[src/rtl/axi_lite_master.sv]
// Single-outstanding AXI4-Lite initiator.
// Converts one register command at a time into an AXI-Lite write or read
// transaction and returns a one-cycle response strobe. A watchdog bounds
// each transaction; on expiry the response carries RSP_TIMEOUT = 1.
module axi_lite_master #(
  parameter int unsigned ADDR_W  = 4,
  parameter int unsigned TIMEOUT = 1024
) (
  input  logic              AXI_M_ACLK,
  input  logic              AXI_M_ARESET,

  input  logic              CMD_VALID,
  output logic              CMD_READY,
  input  logic              CMD_WRITE,
  input  logic [ADDR_W-1:0] CMD_ADDR,
  input  logic [31:0]       CMD_WDATA,
  input  logic [3:0]        CMD_WSTRB,

  output logic              RSP_VALID,
  output logic [31:0]       RSP_RDATA,
  output logic [1:0]        RSP_RESP,
  output logic              RSP_TIMEOUT,

  output logic [ADDR_W-1:0] AXI_M_AWADDR,
  output logic [2:0]        AXI_M_AWPROT,
  output logic              AXI_M_AWVALID,
  input  logic              AXI_M_AWREADY,

  output logic [31:0]       AXI_M_WDATA,
  output logic [3:0]        AXI_M_WSTRB,
  output logic              AXI_M_WVALID,
  input  logic              AXI_M_WREADY,

  input  logic [1:0]        AXI_M_BRESP,
  input  logic              AXI_M_BVALID,
  output logic              AXI_M_BREADY,

  output logic [ADDR_W-1:0] AXI_M_ARADDR,
  output logic [2:0]        AXI_M_ARPROT,
  output logic              AXI_M_ARVALID,
  input  logic              AXI_M_ARREADY,

  input  logic [31:0]       AXI_M_RDATA,
  input  logic [1:0]        AXI_M_RRESP,
  input  logic              AXI_M_RVALID,
  output logic              AXI_M_RREADY
);

  // Watchdog counter width; a disabled watchdog still keeps a 1-bit counter.
  localparam int unsigned      CNT_W   = (TIMEOUT == 0) ? 1 : $clog2(TIMEOUT + 1);
  localparam logic [CNT_W-1:0] CNT_MAX = CNT_W'(TIMEOUT);
  localparam logic [1:0]       RESP_TO = 2'b10;

  typedef enum logic [2:0] {
    S_IDLE,
    S_WADDR,
    S_WRESP,
    S_RADDR,
    S_RDATA,
    S_DONE
  } state_t;

  state_t             state_q, state_d;
  logic [CNT_W-1:0]   cnt_q, cnt_d, cnt_inc;
  logic               aw_done_q, aw_done_d;
  logic               w_done_q, w_done_d;
  logic [ADDR_W-1:0]  addr_q, addr_d;
  logic [31:0]        wdata_q, wdata_d;
  logic [3:0]         wstrb_q, wstrb_d;

  logic               cmd_ready_q, cmd_ready_d;
  logic               awvalid_q, awvalid_d;
  logic               wvalid_q, wvalid_d;
  logic               bready_q, bready_d;
  logic               arvalid_q, arvalid_d;
  logic               rready_q, rready_d;
  logic               rsp_valid_q, rsp_valid_d;
  logic [31:0]        rsp_rdata_q, rsp_rdata_d;
  logic [1:0]         rsp_resp_q, rsp_resp_d;
  logic               rsp_timeout_q, rsp_timeout_d;

  logic               aw_hs, w_hs, b_hs, ar_hs, r_hs;
  logic               wd_expire;
  logic               fire_to;

  assign aw_hs = awvalid_q & AXI_M_AWREADY;
  assign w_hs  = wvalid_q  & AXI_M_WREADY;
  assign b_hs  = bready_q  & AXI_M_BVALID;
  assign ar_hs = arvalid_q & AXI_M_ARREADY;
  assign r_hs  = rready_q  & AXI_M_RVALID;

  // Saturating increment; expiry is judged on the value this cycle brings the count to.
  assign cnt_inc   = (cnt_q == CNT_MAX) ? cnt_q : cnt_q + CNT_W'(1);
  assign wd_expire = (TIMEOUT != 32'd0) && (cnt_inc == CNT_MAX);

  // Next-state, command capture, response capture and registered-output values.
  always_comb begin
    state_d       = state_q;
    cnt_d         = cnt_q;
    aw_done_d     = aw_done_q;
    w_done_d      = w_done_q;
    addr_d        = addr_q;
    wdata_d       = wdata_q;
    wstrb_d       = wstrb_q;
    rsp_rdata_d   = rsp_rdata_q;
    rsp_resp_d    = rsp_resp_q;
    rsp_timeout_d = rsp_timeout_q;
    fire_to       = 1'b0;

    case (state_q)
      S_IDLE: begin
        if (CMD_VALID && cmd_ready_q) begin
          addr_d    = CMD_ADDR;
          wdata_d   = CMD_WDATA;
          wstrb_d   = CMD_WSTRB;
          cnt_d     = '0;
          aw_done_d = 1'b0;
          w_done_d  = 1'b0;
          state_d   = CMD_WRITE ? S_WADDR : S_RADDR;
        end
      end
      S_WADDR: begin
        cnt_d     = cnt_inc;
        aw_done_d = aw_done_q | aw_hs;
        w_done_d  = w_done_q | w_hs;
        if (aw_done_d && w_done_d) begin
          state_d = S_WRESP;
        end else if (wd_expire) begin
          fire_to = 1'b1;
        end
      end
      S_WRESP: begin
        cnt_d = cnt_inc;
        if (b_hs) begin
          rsp_rdata_d   = '0;
          rsp_resp_d    = AXI_M_BRESP;
          rsp_timeout_d = 1'b0;
          state_d       = S_DONE;
        end else if (wd_expire) begin
          fire_to = 1'b1;
        end
      end
      S_RADDR: begin
        cnt_d = cnt_inc;
        if (ar_hs) begin
          state_d = S_RDATA;
        end else if (wd_expire) begin
          fire_to = 1'b1;
        end
      end
      S_RDATA: begin
        cnt_d = cnt_inc;
        if (r_hs) begin
          rsp_rdata_d   = AXI_M_RDATA;
          rsp_resp_d    = AXI_M_RRESP;
          rsp_timeout_d = 1'b0;
          state_d       = S_DONE;
        end else if (wd_expire) begin
          fire_to = 1'b1;
        end
      end
      S_DONE: begin
        state_d = S_IDLE;
      end
      default: begin
        state_d = S_IDLE;
      end
    endcase

    // Watchdog abort: every handshake signal drops as DONE is entered.
    if (fire_to) begin
      rsp_rdata_d   = '0;
      rsp_resp_d    = RESP_TO;
      rsp_timeout_d = 1'b1;
      state_d       = S_DONE;
    end

    cmd_ready_d = (state_d == S_IDLE);
    awvalid_d   = (state_d == S_WADDR) && !aw_done_d;
    wvalid_d    = (state_d == S_WADDR) && !w_done_d;
    bready_d    = (state_d == S_WRESP);
    arvalid_d   = (state_d == S_RADDR);
    rready_d    = (state_d == S_RDATA);
    rsp_valid_d = (state_d == S_DONE);
  end

  // State, command and output registers; reset discards any in-flight transaction.
  always_ff @(posedge AXI_M_ACLK or posedge AXI_M_ARESET) begin
    if (AXI_M_ARESET) begin
      state_q       <= S_IDLE;
      cnt_q         <= '0;
      aw_done_q     <= 1'b0;
      w_done_q      <= 1'b0;
      addr_q        <= '0;
      wdata_q       <= '0;
      wstrb_q       <= '0;
      cmd_ready_q   <= 1'b0;
      awvalid_q     <= 1'b0;
      wvalid_q      <= 1'b0;
      bready_q      <= 1'b0;
      arvalid_q     <= 1'b0;
      rready_q      <= 1'b0;
      rsp_valid_q   <= 1'b0;
      rsp_rdata_q   <= '0;
      rsp_resp_q    <= '0;
      rsp_timeout_q <= 1'b0;
    end else begin
      state_q       <= state_d;
      cnt_q         <= cnt_d;
      aw_done_q     <= aw_done_d;
      w_done_q      <= w_done_d;
      addr_q        <= addr_d;
      wdata_q       <= wdata_d;
      wstrb_q       <= wstrb_d;
      cmd_ready_q   <= cmd_ready_d;
      awvalid_q     <= awvalid_d;
      wvalid_q      <= wvalid_d;
      bready_q      <= bready_d;
      arvalid_q     <= arvalid_d;
      rready_q      <= rready_d;
      rsp_valid_q   <= rsp_valid_d;
      rsp_rdata_q   <= rsp_rdata_d;
      rsp_resp_q    <= rsp_resp_d;
      rsp_timeout_q <= rsp_timeout_d;
    end
  end

  assign CMD_READY     = cmd_ready_q;
  assign RSP_VALID     = rsp_valid_q;
  assign RSP_RDATA     = rsp_rdata_q;
  assign RSP_RESP      = rsp_resp_q;
  assign RSP_TIMEOUT   = rsp_timeout_q;

  assign AXI_M_AWADDR  = addr_q;
  assign AXI_M_AWPROT  = 3'b000;
  assign AXI_M_AWVALID = awvalid_q;
  assign AXI_M_WDATA   = wdata_q;
  assign AXI_M_WSTRB   = wstrb_q;
  assign AXI_M_WVALID  = wvalid_q;
  assign AXI_M_BREADY  = bready_q;
  assign AXI_M_ARADDR  = addr_q;
  assign AXI_M_ARPROT  = 3'b000;
  assign AXI_M_ARVALID = arvalid_q;
  assign AXI_M_RREADY  = rready_q;

endmodule

[config.mk]
export PLATFORM = sky130hd
export DESIGN_NAME = axi_lite_master
export DESIGN_NICKNAME = d
export VERILOG_FILES = /design/src/rtl/axi_lite_master.sv
export SDC_FILE = /design/constraint.sdc
export NUM_CORES = 1
export LEC_CHECK = 0
export ABC_AREA = 1
export CORE_MARGIN = 1.5
export CORE_UTILIZATION = 30
export CTS_BUF_LIST = sky130_fd_sc_hd__clkbuf_2 sky130_fd_sc_hd__clkbuf_4 sky130_fd_sc_hd__clkbuf_8
export DETAILED_ROUTE_END_ITERATION = 8
export PLACE_DENSITY = 0.66
export REMOVE_ABC_BUFFERS = 1
export SLEW_MARGIN = 5
export SYNTH_ARGS = -nofsm -noshare
export SYNTH_HDL_FRONTEND = slang
export SYNTH_SLANG_ARGS = --single-unit
[constraint.sdc]
create_clock -name AXI_M_ACLK -period 2.91 [get_ports AXI_M_ACLK]
set_input_delay 0.4365 -clock AXI_M_ACLK [delete_from_list [all_inputs] [get_ports AXI_M_ACLK]]
set_output_delay 0.4365 -clock AXI_M_ACLK [all_outputs]
set_load 0.05 [all_outputs]
After elaboration in Yosys (flattened, before gate mapping)
Index checks and enable logic that the tools add are counted.

storage, ports and cells
  register bits = 98
  input bits = 85
  output and inout bits = 92
  logic and storage cells = 86

operators by class
  add/subtract/negate cells = 1
  eq/ne operators = 14
  mux-type cells = 33
  bitwise logic cells = 7
  reductions and logical operators = 14

operators with widths
  operator                 number
  $mux W32                 3
  $pmux W32 S2             1
  $eq A11 B11 Y1 const B   2
  $mux W11                 2
  $pmux W11 S2             1
  $mux W3                  6
  $pmux W3 S5              1
  $eq A3 B2 Y1 const B     4
  $add A11 B1 Y11 const B  1
  $mux W1                  10
  $eq A3 B3 Y1 const B     3
  $mux W2                  4
  $eq A3 B1 Y1 const B     2
  $logic_not A3 Y1         2
  $ne A3 B3 Y1 const B     2
  $pmux W1 S2              3
  $and A1 B1 Y1            5
  $logic_and A1 B1 Y1      4
  $pmux W1 S4              1
  $pmux W2 S2              1
  $reduce_and A2 Y1        2
  $reduce_or A4 Y1         1
  $reduce_and A3 Y1        1
  $reduce_bool A3 Y1       1
  other kinds (4)          6

Depth between registers and ports, before layout
  word-level depth = 9
  mapped depth = 13
  gate-level depth less buffers = 12

Worst setup path before layout
No wires, ideal clock.

  path kind = register -> register
  start = register cnt_q[0]
  end = register rsp_rdata_q[0] (netlist: RSP_RDATA[0])
  library setup time = 0.113 ns
  data arrival time = 1.610 ns
  required time = 2.797 ns
  setup slack = 1.187 ns
  cell stages (with the launch flop) = 12
  buffers on the path = 1
  period minus slack after synthesis = 1.723 ns
  cells stage by stage = dfrtp_1 ha_1 nand2_1 nor2_2 nand2_1 nor2_2 nand3_1 xor2_1 nand3_2 buf_2 nand2_1 inv_1

on the way
  word-level cells in the longest chain between the ends = 8
  elaborated cells on any way between the ends = 15
  those cells by class = add/sub (1); eq/ne (4); mux (8); reduce/logical (2)

ends and longest elaborated chain
  what                                                          line  text
  start, declared                                               64    logic [CNT_W-1:0] cnt_q, cnt_d, cnt_inc;
  start signal, assigned                                        209   cnt_q <= cnt_d;
  $add A11 B1 Y11 or $eq A11 B11 Y1 (tied branches)             93    assign cnt_inc = (cnt_q == CNT_MAX) ? cnt_q : cnt_q + CNT_W'(1);
  $mux W11 (*)                                                  93
  $eq A11 B11 Y1 (*)                                            94    assign wd_expire = (TIMEOUT != 32'd0) && (cnt_inc == CNT_MAX);
  $mux W1 (*)                                                   --
  $mux W1, on equally long branches                             --
  $pmux W1 S4 (*)                                               110   case (state_q)
  $ne A3 B3 Y1 (no line) or $reduce_bool A3 Y1 (tied branches)  --
  $reduce_and A3 Y1 (no line)                                   --
  end signal, assigned                                          222   rsp_rdata_q <= rsp_rdata_d;
  end, declared                                                 78    logic [31:0] rsp_rdata_q, rsp_rdata_d;

Every way passes the cells marked *; elsewhere a longest branch is shown, timed or not.
A chain may end at the register's enable or synchronous reset.

Final worst setup path
  start = register state_q[0]
  end = register rready_q (netlist: AXI_M_RREADY)

on the way
  word-level cells in the longest chain between the ends = 4
  elaborated cells on any way between the ends = 14
  those cells by class = eq/ne (5); mux (8); reduce/logical (1)

ends and longest elaborated chain
  what                                        line  text
  start, declared                             63    state_t state_q, state_d;
  start signal, assigned                      208   state_q <= state_d;
  $eq A3 B3 Y1 (tied with other cells)        110
  $pmux W3 S5 or $pmux W1 S4 (tied branches)  110
  $mux W3 (*)                                 171   if (fire_to) begin
  net state_d[0]                              63
  $eq A3 B3 Y1 (*)                            183   rready_d = (state_d == S_RDATA);
  net rready_d                                76    logic rready_q, rready_d;
  end signal, assigned                        220   rready_q <= rready_d;
  end, declared                               76

The timed path passes the listed nets; every way through them passes the cells marked *.

==> results.toml <==
[grt]
grt_use_total_pct = 15.4
overflow = 0
grt_pass1_wl_um = 19600
antenna_found_initial = 0
grt_max_degree = 54
grt_pass1_vias = 4001

[detailed_routing]
vias_per_cell = 4.31
route.vias.total = 3987
routedWlPerCell_um = 12.6
drc_errors = 0
ant_nets = 0
routed_wl_um = 11600
drtPass1Iterations = 4
drtIter0Drc = 200

[floorplanning]
die_h_um = 126
initial_core_util_pct = 30.9
ioPinCount = 177
num_rows = 44
core_area_um2 = 14600
die_w_um = 126
die_area_um2 = 15800

[placement]
hpwl_um = 8270
place_area_um2 = 6380
gp_congestion = 0.842
numPortBuffers = 170
dp.cells = 909

[power]
p_total_mw = 7.06
ir_drop_mv = 0.563
total_leakage_power_nw = 3.45
power.density_nw_per_um2 = 1070

[logic_synthesis]
syn_inst = 572
synth_top_cells_by_area = "dfrtp_1 54%, nand2_1 20%, inv_1 7.5%"
synth_top_area_cell = "dfrtp_1"
yosys_warnings = 0
synthArstFlopShare_pct = 100
yosys.area.top_type_share_pct = 54.4
ys_ff_latch = 98
yosysMostFrequentCell = "nand2_1"
synth_cell_type_count = 31
mappedNetlistArea_um2 = 4510
ys_seq_area_share_pct = 54.4
ys_top_cells_by_count = "238 x nand2_1, 98 x dfrtp_1, 90 x inv_1, 36 x o21ai_0, 21 x nor2_1"
postSynthAreaPerCell_um2 = 7.88
synth_edf_count = 0
synthFlopType = "dfrtp_1"

[clocking]
hold_buffers = 0
postCtsSetupBuffers = 0
cts_max_level = 3
clk_pin_slew_worst_paths_ps = 90
cts_buffers = 9
cts.path.max_buffers = 2
numClockSinks = 98
tritoncts = "yes"
cts_resized = 0
clk_latency_ps = 370
cts-root-buf = "clkbuf_8"

[sta]
rsz0062_at_grt = "no"
relSlewSlack_pct = 33.3
finalHoldViolCount = 0
period_share_pct = 83.4
clock_skew_ps = 7.73
finalMaxSlewViolations = 0
setup_viol = 0
max_freq_mhz = 412
tightest_slew_ps = 997
tns_ps = 0
period_minus_slack_ps = 2430

[worst_setup_path]
cp_max_fo = 37
crit_path_end_kind = "flop"
slowest_delay_ps = 820
cp-startpoint = "state_q[0]$_DFF_PP0_"
crit_slowest_cell = "o21ai_4"
critPathTopFamily = "simple AND/OR/NAND/NOR gates"
r2r-start = "state_q[0]$_DFF_PP0_"
worstSetupPathType = "reg2reg"
setup.worst_path.start_class = "flop"
cp.required_ps = 3200
path_cells = "nor2_2 -> nand2_2 -> o21ai_4 -> nand4_1 -> inv_1 -> nand2_1 -> nor3_1"
critPathArrivalTime_ps = 2720
crit_buf_inv = 1

[layout]
final_cells = 925
fin_util_pct = 45.1
diodes = 0
layout-drive-gt1-share_pct = 5.26
fillCellCount = 1420
area_delta_synth_final_pct = 45.8
stdcell_area_um2 = 6570
final_nets = 823

[run]
maxCapViolCount = 0

[outcome]
outcome = "completed"

[hold_path]
hold_path.class = "in2async"
[cell usage in the layout (no fill, tap or decap), drive strengths merged]
cell type,synthesis,routed
a21boi,1,1
a21o,1,1
a21oi,3,3
a31oi,1,1
buf,18,7
clkbuf,11,15
clkdlybuf4s50,0,170
clkinv,1,1
clkinvlp,0,1
conb,1,6
dfrtp,98,98
ha,2,2
inv,91,91
mux2,1,1
nand2,241,241
nand3,17,17
nand4,5,5
nor2,25,25
nor3,3,3
o21ai,40,40
o22ai,8,8
o31ai,1,1
xor2,3,3
[metal layers]
layer / GRT usage [%] / vias up / part of all wire [%]
met2: 24.6 / 86 / 47
li1: - / 2025 / -
met5: 0 / - / 0
met3: 3.55 / 13 / 4.3
met1: 20.4 / 1863 / 47
met4: 5.95 / 0 / 1.4
[metrics by stage]
| step | hold WS [ps] | setup slack (ps) |
|---|---|---|
| 2_1_floorplan | 528 | -184 |
| 3_3_place_gp | 460 | 382 |
| 3_5_place_dp | 464 | 348 |
| 4_1_cts | 401 | 485 |
| 5_1_grt | 424 | 194 |
| 6_report | 400 | 482 |
[flip-flops by register name, summed over array words and instances, names as in the netlist]
signal and flops:
CMD_READY 1, cnt_q 11, AXI_M_WSTRB 4, AXI_M_AWVALID 1, RSP_RDATA 32, RSP_RESP 2
aw_done_q 1, AXI_M_BREADY 1, state_q 3, RSP_VALID 1, w_done_q 1, AXI_M_WDATA 32
AXI_M_ARVALID 1, AXI_M_ARADDR 4, AXI_M_RREADY 1, AXI_M_WVALID 1, RSP_TIMEOUT 1
[logic make-up after synthesis]
kind of cell | synth area share [%]
simple gates | 26.0
buf+inv | 11.3
flops | 54.4
compound gates | 6.85
xor+xnor | 0.583
fa+ha+maj | 0.555
other cells | 0.0832
mux | 0.250
[layout make-up]
type | count | area (um2) | share of cell area [%]
Multi-Input combinational cell | 358 | 1570 | 23.9
Sequential cell | 98 | 2450 | 37.3
Tap cell | 184 | 230 | 3.50
Timing Repair Buffer | 177 | 1780 | 27.1
Clock buffer | 15 | 188 | 2.86
Clock inverter | 1 | 7.51 | 0.114
Inverter | 92 | 348 | 5.29
[power breakdown]
part	total (mW)	switching, mW	internal [mW]
clock network	0.870	0.459	0.411
registers	2.15	0.301	1.85
logic	4.04	2.74	1.30
total	7.06	3.50	3.55
[worst paths after layout]
kind / to / slack (ps) / depth (start not counted)
min in group AXI_M_ACLK: AXI_M_WDATA[0]$_DFFE_PP0P_ / 490 / 2
max in group asynchronous: cnt_q[3]$_DFFE_PP0P_ / 1890 / 3
worst max-delay path: AXI_M_RREADY$_DFF_PP0_ / 480 / 7
worst max register to register: AXI_M_RREADY$_DFF_PP0_ / 480 / 7
worst min-delay path: AXI_M_WDATA[3]$_DFFE_PP0P_ / 400 / 2
worst min register to register: AXI_M_WDATA[0]$_DFFE_PP0P_ / 490 / 2
No activity file was read; power rests on OpenSTA's default activity.
==> patch (same settings) <==
Change the parameter `TIMEOUT` from 1024 to 256.
--- a/src/rtl/axi_lite_master.sv
+++ b/src/rtl/axi_lite_master.sv
@@ -4,7 +4,7 @@
 // each transaction; on expiry the response carries RSP_TIMEOUT = 1.
 module axi_lite_master #(
   parameter int unsigned ADDR_W  = 4,
-  parameter int unsigned TIMEOUT = 1024
+  parameter int unsigned TIMEOUT = 256
 ) (
   input  logic              AXI_M_ACLK,
   input  logic              AXI_M_ARESET,
Behaviour: no difference found for any inputs over 10 cycles, from zero or initial values and one cycle with AXI_M_ARESET high; that may be too few to reach the edited logic, so the function may still have changed.
==> patch against the unedited design <==
  * Hold slack improved by 0.082 ns
  * Power shrank 10%
  * Clock skew rose by 0.0018 ns
  * Combinational power is 18% lower
  * Sequential cell count is 2 lower
  * Core utilization is 1.3 points higher
  * Area after synthesis down 10%
  * Wire length fell by 8.0%
  * Largest cell class unchanged
  * Worst setup slack better by 0.41 ns
  * First-iteration DRC count down 39%
  * Final cell count fell by 15%
  * Sequential share of layout area increased by 2.0 points
  * Cell area decreased by 7.0%
==> patch: results (changes against the unedited design) <==
\begin{tabular}{lr}
\hline
Metric & Value \\
\hline
\multicolumn{2}{l}{\textbf{Critical path}} \\
Endpoint arrival time on the critical path & 1.58 ns (was 2.72 ns) \\
Beginning of the critical path & AXI\_M\_WVALID (was state\_q[0]) \\
Reg-to-Reg Start & cnt\_q[0] (was state\_q[0]) \\
End of the critical path & AXI\_M\_WVALID (was AXI\_M\_RREADY) \\
Worst R2R End & RSP\_RDATA[25] (was AXI\_M\_RREADY) \\
Worst setup slack for register-to-register paths & 0.91 ns (was 0.48 ns) \\
FF-to-FF path depth & 9 (was 7) \\
Slowest CP cell & clkdlybuf4s50\_1 (was o21ai\_4) \\
\multicolumn{2}{l}{\textbf{GRT}} \\
First-pass GRT wire length & 17.9 mm (was 19.6 mm) \\
Total routing resource utilization after global routing & 0.156 (was 0.154) \\
Vias in the first global route & 3710 (was 4001) \\
\multicolumn{2}{l}{\textbf{Placed design}} \\
Setup slack after placement & 0.691 ns (was 0.348 ns) \\
Global placer's final weighted congestion & 0.815 (was 0.842) \\
Cell count after placement & 773 (was 909) \\
Detailed placer's ending HPWL & 7.73 mm (was 8.27 mm) \\
\multicolumn{2}{l}{\textbf{Timing}} \\
Worst setup skew after layout & 0.00950 ns (was 0.00773 ns) \\
Share of the clock period used by the worst path & 0.694 (was 0.834) \\
Slew Limit Headroom & 0.612 (was 0.333) \\
\multicolumn{2}{l}{\textbf{Synth}} \\
Post-synth top cells & nand2\_1, dfrtp\_1, nor2\_1 (was nand2\_1, dfrtp\_1, inv\_1) \\
Portion of the post-synthesis area used by sequential elements & 0.593 (was 0.544) \\
Count of different cell masters after synthesis & 30 (was 31) \\
\multicolumn{2}{l}{\textbf{Route}} \\
Vias & 3561 (was 3987) \\
Drt first-iter violations & 123 (was 200) \\
Routed wire length per instance & 13.6 um (was 12.6 um) \\
\multicolumn{2}{l}{\textbf{Clock tree}} \\
Clk Latency, worst-skew pair & 0.35 ns (was 0.37 ns) \\
\multicolumn{2}{l}{\textbf{Layout}} \\
Final std cells w/o fill & 789 (was 925) \\
\multicolumn{2}{l}{\textbf{Outcome}} \\
Status & completed (unchanged) \\
\hline
\end{tabular}
==> patch: cell types whose count changed in the layout (fill, tap and decap cells not counted), sizes merged, moves of 2 or more <==
cell,change
nand2,-75
inv,-67
o21ai,-34
a22oi,+32
nor2,+25
nand3,-8
a21oi,+2
buf,-2
bufinv,+2
dfrtp,-2
==> patch: layer usage <==
layer / vias up / wire, um / GRT usage
met3: 13 / 583 / 0.0359
met2: 95 / 5400 / 0.267
li1: 1734 / - / -
met5: - / 0 / 0
met1: 1719 / 4570 / 0.193
met4: 0 / 163 / 0.0550
==> patch: report_power, final <==
group          internal, mW  switching, mW  total (mW)
sequential             1.74          0.269        2.01
clock                 0.575          0.449        1.02
combinational          1.07           2.23        3.30
total                  3.39           2.95        6.34
==> patch: kinds of logic (layout without fill, tap and decap cells) <==
| logic type | Yosys count | in the layout | share of synthesized area |
|---|---|---|---|
| XOR/XNOR | 4 | 4 | 0.00865 |
| other | 1 | 6 | 0.000926 |
| buffers and inverters | 52 | 216 | 0.0661 |
| AO/OA/AOI/OAI | 53 | 53 | 0.0887 |
| adder cells (fa/ha/maj) | 2 | 2 | 0.00618 |
| multiplexers | 1 | 1 | 0.00278 |
| flip-flops | 96 | 96 | 0.593 |
| AND/OR/NAND/NOR | 235 | 235 | 0.233 |
==> patch: through the flow <==
step	power (mW)	setup TNS, ns	hold slack (ns)	area (um^2)
after floorplan	4.18	-4.67	0.527	3900
after global placement	5.30	0	0.463	5870
after detailed placement	5.35	0	0.464	5870
after CTS	6.40	0	0.488	6110
after global routing	6.72	0	0.505	6110
final	6.34	0	0.481	6110
==> patch: area by class of cell <==
type,instances,area [um^2]
clock buffers,14,180
clock inverters,2,60.1
fillers,1268,7080
inverters,25,98.8
multi-input cells,301,1400
flip-flops and latches,96,2400
well taps,176,220
repair buffers,175,1750
